File: src/rtl/xyz_pkg.sv
// Shared types for the xyz word unpacker.
// Word layout, field codes and field selection helpers.
package xyz_pkg;

   localparam int XYZ_W = 8;

   typedef struct packed {
      logic       x;
      logic [3:0] y;
      logic       z;
      logic [1:0] w;
   } xyz_t;

   typedef enum logic [1:0] {
      FLD_X = 2'd0,
      FLD_Y = 2'd1,
      FLD_Z = 2'd2,
      FLD_W = 2'd3
   } field_id_e;

   // First field at or after 'from' that is emitted; W is never skipped.
   function automatic field_id_e next_field(
      input xyz_t       wd,
      input logic [1:0] from,
      input logic       skip
   );
      field_id_e f;
      f = FLD_W;
      if (from <= 2'd2 && !(skip && !wd.z))
         f = FLD_Z;
      if (from <= 2'd1 && !(skip && wd.y == 4'd0))
         f = FLD_Y;
      if (from == 2'd0 && !(skip && !wd.x))
         f = FLD_X;
      return f;
   endfunction

   function automatic logic [3:0] field_val(
      input xyz_t      wd,
      input field_id_e f
   );
      logic [3:0] v;
      unique case (f)
         FLD_X:   v = {3'b000, wd.x};
         FLD_Y:   v = wd.y;
         FLD_Z:   v = {3'b000, wd.z};
         default: v = {2'b00, wd.w};
      endcase
      return v;
   endfunction

endpackage

File: src/rtl/xyz_fifo.sv
// Input word buffer for the unpacker.
// Occupancy counter decides full/empty; head read is combinational.
module xyz_fifo #(
   parameter int DEPTH = 2,
   parameter int W     = 8
) (
   input  logic         clk,
   input  logic         rst,
   input  logic         push,
   input  logic         pop,
   input  logic [W-1:0] din,
   output logic [W-1:0] dout,
   output logic         full,
   output logic         empty
);

   localparam int AW = $clog2(DEPTH);

   logic [W-1:0] mem [DEPTH];
   logic [AW-1:0] wr_ptr;
   logic [AW-1:0] rd_ptr;
   logic [AW:0]   count;
   logic          do_push;
   logic          do_pop;

   assign full    = (count == (AW+1)'(DEPTH));
   assign empty   = (count == '0);
   assign do_pop  = pop && !empty;
   // A push into a full buffer is only taken alongside a pop.
   assign do_push = push && (!full || do_pop);
   assign dout    = mem[rd_ptr];

   always_ff @(posedge clk) begin
      if (do_push)
         mem[wr_ptr] <= din;
   end

   always_ff @(posedge clk or posedge rst) begin
      if (rst) begin
         wr_ptr <= '0;
         rd_ptr <= '0;
         count  <= '0;
      end else begin
         if (do_push)
            wr_ptr <= (wr_ptr == AW'(DEPTH-1)) ? '0 : wr_ptr + 1'b1;
         if (do_pop)
            rd_ptr <= (rd_ptr == AW'(DEPTH-1)) ? '0 : rd_ptr + 1'b1;
         if (do_push && !do_pop)
            count <= count + 1'b1;
         else if (do_pop && !do_push)
            count <= count - 1'b1;
      end
   end

endmodule

File: src/rtl/xyz_unpacker.sv
// Splits packed xyz words into a stream of (id, data, last) fields.
// Current word lives in a register popped from the buffer head.
import xyz_pkg::*;

module xyz_unpacker #(
   parameter int SKIP_ZERO = 0,
   parameter int DEPTH     = 2
) (
   input  logic             clk,
   input  logic             rst,
   input  logic             in_valid,
   output logic             in_ready,
   input  logic [XYZ_W-1:0] in_data,
   output logic             field_valid,
   input  logic             field_ready,
   output logic [1:0]       field_id,
   output logic [3:0]       field_data,
   output logic             field_last
);

   typedef enum logic [2:0] {
      IDLE, EMIT_X, EMIT_Y, EMIT_Z, EMIT_W
   } state_e;

   localparam logic SKIP = (SKIP_ZERO != 0);

   state_e           state;
   xyz_t             word;
   xyz_t             head;
   logic [XYZ_W-1:0] head_raw;
   logic             full;
   logic             empty;
   logic             rdy_en;
   logic             push;
   logic             pop;
   logic             xfer;
   field_id_e        nf_load;
   field_id_e        nf_step;

   function automatic state_e to_state(input field_id_e f);
      state_e s;
      unique case (f)
         FLD_X:   s = EMIT_X;
         FLD_Y:   s = EMIT_Y;
         FLD_Z:   s = EMIT_Z;
         default: s = EMIT_W;
      endcase
      return s;
   endfunction

   // rdy_en keeps in_ready low until the first edge after reset.
   assign in_ready = rdy_en && !full;
   assign push     = in_valid && in_ready;
   assign xfer     = field_valid && field_ready;
   assign pop      = !empty &&
                     (state == IDLE || (state == EMIT_W && field_ready));
   assign head     = xyz_t'(head_raw);

   always_comb begin
      nf_load = next_field(head, 2'd0, SKIP);
      nf_step = next_field(word, field_id + 2'd1, SKIP);
   end

   xyz_fifo #(
      .DEPTH (DEPTH),
      .W     (XYZ_W)
   ) u_fifo (
      .clk   (clk),
      .rst   (rst),
      .push  (push),
      .pop   (pop),
      .din   (in_data),
      .dout  (head_raw),
      .full  (full),
      .empty (empty)
   );

   always_ff @(posedge clk or posedge rst) begin
      if (rst) begin
         state       <= IDLE;
         word        <= '0;
         rdy_en      <= 1'b0;
         field_valid <= 1'b0;
         field_id    <= '0;
         field_data  <= '0;
         field_last  <= 1'b0;
      end else begin
         rdy_en <= 1'b1;
         if (pop) begin
            word        <= head;
            state       <= to_state(nf_load);
            field_valid <= 1'b1;
            field_id    <= nf_load;
            field_data  <= field_val(head, nf_load);
            field_last  <= (nf_load == FLD_W);
         end else if (xfer) begin
            if (state == EMIT_W) begin
               state       <= IDLE;
               field_valid <= 1'b0;
               field_id    <= '0;
               field_data  <= '0;
               field_last  <= 1'b0;
            end else begin
               state       <= to_state(nf_step);
               field_id    <= nf_step;
               field_data  <= field_val(word, nf_step);
               field_last  <= (nf_step == FLD_W);
            end
         end
      end
   end

endmodule

File: config.mk
export PLATFORM = sky130hd
export DESIGN_NAME = xyz_unpacker
export DESIGN_NICKNAME = d
export VERILOG_FILES = /design/src/rtl/xyz_pkg.sv /design/src/rtl/xyz_fifo.sv /design/src/rtl/xyz_unpacker.sv
export SDC_FILE = /design/constraint.sdc
export NUM_CORES = 1
export LEC_CHECK = 0
export ABC_AREA = 1
export BUFFER_PORTS_ARGS = -buffer_cell sky130_fd_sc_hd__buf_2
export CAP_MARGIN = 15
export CORE_MARGIN = 4
export CORE_UTILIZATION = 50
export CTS_CLUSTER_DIAMETER = 200
export CTS_CLUSTER_SIZE = 16
export DETAILED_ROUTE_END_ITERATION = 8
export GPL_ROUTABILITY_DRIVEN = 0
export PLACE_DENSITY = 0.7
export SLEW_MARGIN = 0
export SYNTH_ARGS = -nofsm -noshare
export SYNTH_HDL_FRONTEND = slang
export SYNTH_SLANG_ARGS = --single-unit
File: constraint.sdc
create_clock -name clk -period 2.2 [get_ports clk]
set_input_delay 0.33 -clock clk [delete_from_list [all_inputs] [get_ports clk]]
set_output_delay 0.33 -clock clk [all_outputs]
set_load 0.03 [all_outputs]
# Word-level counts from Yosys, hierarchy flattened
# Memories as Yosys holds them, arrays and structs flattened.
# Cells that the tools add are included.
classes:
  add_sub_neg: 5
  reduce_logical: 23
  magnitude_cmp: 2
  n_mux: 26
  n_eq_ne: 5
ops:
  columns: ["operator", "count"]
  rows:
  - ["$mux 2", 7]
  - ["$mux 4", 3]
  - ["$pmux 4 s3", 1]
  - ["$mux 1", 11]
  - ["$logic_and 1x1->1", 9]
  - ["$mux 3", 3]
  - ["$pmux 3 s3", 1]
  - ["$eq 2x2->1 const B", 3]
  - ["$logic_not 2->1", 3]
  - ["$reduce_bool 2->1", 3]
  - ["$add 2x1->2 const B", 2]
  - ["$logic_not 1->1", 4]
  - ["$eq 3x3->1 const B", 1]
  - ["$logic_not 3->1", 1]
  - ["$add 1x1->1 const B", 2]
  - ["$eq 2x1->1 const B", 1]
  - ["$le 2x1->1 const B", 1]
  - ["$le 2x2->1 const B", 1]
  - ["$logic_or 1x1->1", 2]
  - ["$reduce_and 2->1", 1]
  - ["$sub 2x1->2 const B", 1]
word_totals:
  n_memories: 1
  elab_cells: 75
  mem_bits_rw: 16
  inputBits: 12
  register_bits: 24
memory_table:
  columns: ["name", "depth", "width", "read_ports", "rd_clocked_by_memory_dff", "write_ports", "line", "source"]
  rows:
  - ["u_fifo.mem", 2, 8, 1, 0, 1, "xyz_fifo.sv:19", "logic [W-1:0] mem [DEPTH];"]

# Longest topological paths before layout
logic_depth:
  word_depth: 11
  mapped_depth: 8
  depth_no_buf: 8

# Hierarchy
# A second synthesis with hierarchy kept.
unflattened:
  cells_unflattened: 187
  hier_area_um2: 1747.9
modules_own_cells:
  columns: ["mod", "seq_area_each_um2", "instances", "area_per_inst_um2", "cells_per_inst"]
  rows:
  - ["xyz_unpacker", 475.5, 1, 923.4, 111]
  - ["xyz_fifo", 580.6, 1, 824.5, 76]

# Least setup slack after synthesis
# OpenSTA, ideal clock, no wires.
synth_path:
  path_type: "reg2reg"
  startpoint: "register u_fifo.count[0]"
  endpoint: "register u_fifo.count[1]"
  n_path_buf: 0
  arrival_ns: 1.794
  synth_period_minus_slack_ns: 1.925
  t_required_ns: 2.069
  slack_ns: 0.275
  path_stages_with_launch: 9
  setup_ns: 0.131
  cell_sequence: "dfrtp_1 > inv_2 > a21boi_1 > nand2_1 > inv_1 > ha_1 > a21oi_1 > o21ai_0 > xor2_1"
synth_via:
  word_cells_on_any_way: 19
synth_rtl:
  columns: ["element", "line", "source"]
  rows:
  - ["from (decl)", "xyz_fifo.sv:22", "logic [AW:0] count;"]
  - ["from (signal assigned)", "xyz_fifo.sv:49", "count <= count + 1'b1;"]
  - ["from (signal assigned)", "xyz_fifo.sv:51", "count <= count - 1'b1;"]
  - ["$eq 2x2->1 *", "xyz_fifo.sv:26", "assign full = (count == (AW+1)'(DEPTH));"]
  - ["$logic_not 1->1 *", "xyz_unpacker.sv:52", "assign in_ready = rdy_en && !full;"]
  - ["$logic_and 1x1->1 *", "xyz_unpacker.sv:52", null]
  - ["via in_ready", "xyz_unpacker.sv:12", "output logic in_ready,"]
  - ["$logic_and 1x1->1 *", "xyz_unpacker.sv:53", "assign push = in_valid && in_ready;"]
  - ["$logic_and 1x1->1 *", "xyz_fifo.sv:30", "assign do_push = push && (!full || do_pop);"]
  - ["$logic_not 1->1", "xyz_fifo.sv:50", "else if (do_pop && !do_push)"]
  - ["$logic_and 1x1->1", "xyz_fifo.sv:50", null]
  - ["$reduce_bool 2->1 (no source line)", null, null]
# Mark *: on every way through the listed nets, which the timed path passes. The rest lies on a longest branch. The select of a mux whose other input is x is not followed.
# A chain may end at the register's enable or synchronous reset.

# Final worst setup path
layout_path:
  startpoint: "register u_fifo.count[0]"
  endpoint: "memory u_fifo.mem[1][0] (enable)"
layout_via:
  elab_chain_cells: 8
  word_cells_on_any_way: 12
layout_lines:
  columns: ["element", "line", "source"]
  rows:
  - ["$logic_not 2->1", "xyz_fifo.sv:27", "assign empty = (count == '0);"]
  - ["$logic_not 1->1", "xyz_fifo.sv:28, xyz_unpacker.sv:55", null]
  - ["$logic_and 1x1->1", "xyz_unpacker.sv:55", "assign pop = !empty &&"]
  - ["$logic_and 1x1->1", "xyz_fifo.sv:28", "assign do_pop = pop && !empty;"]
  - ["$logic_or 1x1->1", "xyz_fifo.sv:30", null]
  - ["$logic_and 1x1->1 *", "xyz_fifo.sv:30", null]
  - ["$mux 1 *", "xyz_fifo.sv:34", "if (do_push)"]
  - ["$mux 1 (implied by the code) *", "xyz_fifo.sv:35", "mem[wr_ptr] <= din;"]
  - ["to (decl)", "xyz_fifo.sv:19", null]
# Every way passes the cells marked *; elsewhere a longest branch is shown, timed or not.

==> results.py <==
metrics = {
    "synth": {
        "synth_top_cells_by_area": "sky130_fd_sc_hd__dfrtp_1, sky130_fd_sc_hd__edfxtp_1, sky130_fd_sc_hd__nand2_1",
        "synth_area_per_cell_sq_um": 10.5,
        "syn-cell-area_sq_um": 1670,
        "async_reset_ff_share_pct": 59.0,
        "dominantRegCellSynth": "sky130_fd_sc_hd__dfrtp_1",
        "synth_top_cell_area_share_pct": 34.4,
        "post_synth_most_frequent_cells": "sky130_fd_sc_hd__nand2_1, sky130_fd_sc_hd__dfrtp_1, sky130_fd_sc_hd__edfxtp_1",
        "synth_edf_count": 16,
        "top_cell_type_by_total_area_after_synthesis": "sky130_fd_sc_hd__dfrtp_1",
        "ys_ff_latch": 39,
        "synth_most_common_cell": "sky130_fd_sc_hd__nand2_1",
        "number_of_cells_produced_by_synthesis": 159,
        "ys_seq_area_share_pct": 63.1,
        "synthesis.nets": 176,
        "synth.lib_cells_used.distinct": 25,
        "synth_warnings": 0,
    },
    "floorplanning": {
        "die_area_sq_um": 4330,
        "num_rows": 20,
        "die_y_um": 65.8,
        "ioPinCount": 21,
        "start_util_pct": 53.5,
        "floorplan.die.width_um": 65.8,
        "core_footprint_sq_um": 3130,
    },
    "timing": {
        "totalNegativeSetupSlack_ps": 0,
        "slew_headroom_pct": 45.3,
        "min_period_over_period_pct": 74.9,
        "grt_setup_unrepaired": "no",
        "worstMarginPinSlew_ps": 819,
        "maxClockFrequency_mhz": 607,
        "fin_ws_ps": 552,
        "skew_ps": 3.21,
        "report.final.setup_viol": 0,
        "final_max_slew_viol_count": 0,
        "finalWorstPathRequiredPeriod_ps": 1650,
        "hold_viol_final": 0,
        "worst_hold_slack_ps": 141,
    },
    "drt": {
        "firstDrtPassIters": 4,
        "drc": 0,
        "via_count": 1103,
        "routed_wl_um": 2720,
        "routed_wire_length_per_instance_um": 11.9,
        "detail_route.iter0.violations": 82,
        "route.antenna.remaining_nets": 0,
        "vias_per_cell": 4.82,
    },
    "setup_path": {
        "timing.critical_path.slowest_cell_delay_ps": 520,
        "start_kind": "flip-flop",
        "r2r-start": "u_fifo.count[0]$_DFFE_PP0P_",
        "path_type_of_the_worst_setup_path": "flip-flop to flip-flop",
        "crit_slowest_cell": "sky130_fd_sc_hd__nor2_1",
        "crit_arrival_ps": 1620,
        "path_cells": "inv_2 > a21boi_1 > nand2_1 > nor2_1",
        "worst_path_dominant_cell_family": "simple AND/OR/NAND/NOR gates",
        "worst-path-max-fanout": 8,
        "critical_path.startpoint": "u_fifo.count[0]$_DFFE_PP0P_",
        "timing.critical_path.to_type": "flip-flop",
        "cp.buffers_inverters": 1,
        "critPathRequiredTime_ps": 2180,
    },
    "final_layout": {
        "ff_latch_area_sq_um": 1060,
        "multi_input_comb_area_sq_um": 537,
        "final.fill_count": 278,
        "antenna_cells_inserted": 0,
        "area_growth_syn_to_layout_pct": 11.2,
        "layout-drive-gt1-share_pct": 20.0,
        "finalCoreUtilization_pct": 59.5,
        "final_net_count": 201,
    },
    "clock_network": {
        "postCtsSetupBuffers": 0,
        "number_of_gates_given_a_new_drive_strength_after_cts": 0,
        "tritoncts_clock_tree": "done",
        "clkTransAtPathRegs_ps": 100,
        "cts_hold_repair.buffers": 0,
        "cts_root_buf": "sky130_fd_sc_hd__clkbuf_4",
        "cts.htree.levels": 2,
        "worst_skew_pair.late_latency_ps": 330,
        "tritoncts.num_buffers": 5,
        "cts_sinks": 39,
        "cts_buffer_depth": 2,
    },
    "global_routing": {
        "grt_antenna_before_repair": 0,
        "grt_remaining_overflow": 0,
        "grt_pass1_wl_um": 5000,
        "grt_pass1_vias": 1164,
        "grt_max_degree": 24,
        "grt_usage_pct": 15.5,
    },
    "hold_path": {
        "holdCritPathClass": "input port to async pin",
    },
    "power_and_ir_drop": {
        "vdd_drop_max_v": 0.000544,
        "power_per_cell_area_nw_per_um2": 1370,
        "leakage_nw": 0.873,
    },
    "place": {
        "port-buffer-count": 20,
        "post_place_setup_slack_ps": 529,
        "detailedPlacementHpwl_um": 2040,
    },
    "run": {
        "drv.max_cap_violation_count": 0,
    },
    "outcome": {
        "status": "complete, no violations",
    },
}
[cell usage in the layout, fill, tap and decap left out, types with 3 or more instances in the layout]
cell	synthesis	layout
sky130_fd_sc_hd__clkbuf_1	0	3
sky130_fd_sc_hd__buf_2	1	20
sky130_fd_sc_hd__o211ai_1	3	3
sky130_fd_sc_hd__o21ai_0	9	9
sky130_fd_sc_hd__inv_2	3	3
sky130_fd_sc_hd__a21oi_1	3	3
sky130_fd_sc_hd__dfrtp_1	23	23
sky130_fd_sc_hd__clkbuf_4	0	5
sky130_fd_sc_hd__inv_1	12	12
sky130_fd_sc_hd__ha_1	5	5
sky130_fd_sc_hd__edfxtp_1	16	16
sky130_fd_sc_hd__o21a_1	4	4
sky130_fd_sc_hd__nand3_1	6	6
sky130_fd_sc_hd__xor2_1	3	3
sky130_fd_sc_hd__nand2_1	47	47
sky130_fd_sc_hd__nor2_1	10	10
[layout make-up]
type / count / area share (%)
multi-input combinational: 102 / 28.9
inverter: 15 / 3.03
timing repair buffer: 21 / 5.78
tap: 44 / 2.96
clock buffer: 8 / 2.62
sequential: 39 / 56.8
[per-stage QoR]
step / instances / power (mW) / cell area [sq um]
floorplan: 159 / 1.99 / 1670
global placement: 221 / 2.19 / 1810
detailed placement: 221 / 2.24 / 1810
CTS: 229 / 2.58 / 1860
global route: 229 / 2.79 / 1860
finish: 229 / 2.55 / 1860
[where the power goes]
group / internal (mW) / total, mW / switching (mW)
registers: 0.999 / 1.15 / 0.153
clock network: 0.128 / 0.339 / 0.211
logic: 0.371 / 1.06 / 0.688
total: 1.50 / 2.55 / 1.05
[flip-flops by register name, indices dropped and copies added (netlist names)]
signal         flops
u_fifo.count       2
field_valid        1
field_data         4
u_fifo.wr_ptr      1
u_fifo.mem        16
field_id           2
rdy_en             1
state              2
word               8
u_fifo.rd_ptr      1
field_last         1
[per-layer routing]
layer,GRT usage (%),wire length [um],part of all wire [%]
met4,5.44,53,1.9
met5,0,0,0
met2,25.0,1320,49
met3,6.12,147,5.4
met1,18.6,1200,44
[final timing paths]
check                                                   to  slack, ps  cells past startpoint
worst max-delay path            u_fifo.mem[1][0]$_DFFE_PP_        550                      4
max in group asynchronous              word[3]$_DFFE_PP0N_       1550                      2
min in group clk                u_fifo.mem[0][6]$_DFFE_PP_        180                      1
worst min-delay path             u_fifo.wr_ptr$_DFFE_PP0N_        140                      2
worst min register to register   field_data[3]$_DFFE_PP0P_        480                      2
worst max register to register  u_fifo.mem[1][0]$_DFFE_PP_        550                      4
[worst reg2reg max path, delay by kind of cell, from the launching register on]
kind                   cells  cell delay, ps
AND/OR/NAND/NOR            2             660
flip-flops                 1             390
AO/OA/AOI/OAI              1             170
buffers and inverters      1              60
[logic make-up (layout without fill, tap and decap cells)]
family          count (synthesis)  after routing  synth area share (%)
flops                          39             39                  63.1
fa+ha+maj                       5              5                  3.74
compound gates                 22             22                  8.23
xor+xnor                        4              4                  2.09
other cells                     1              1                 0.224
buf+inv                        18             44                  4.79
simple gates                   70             70                  17.8
(Power assumes the default switching activity.)
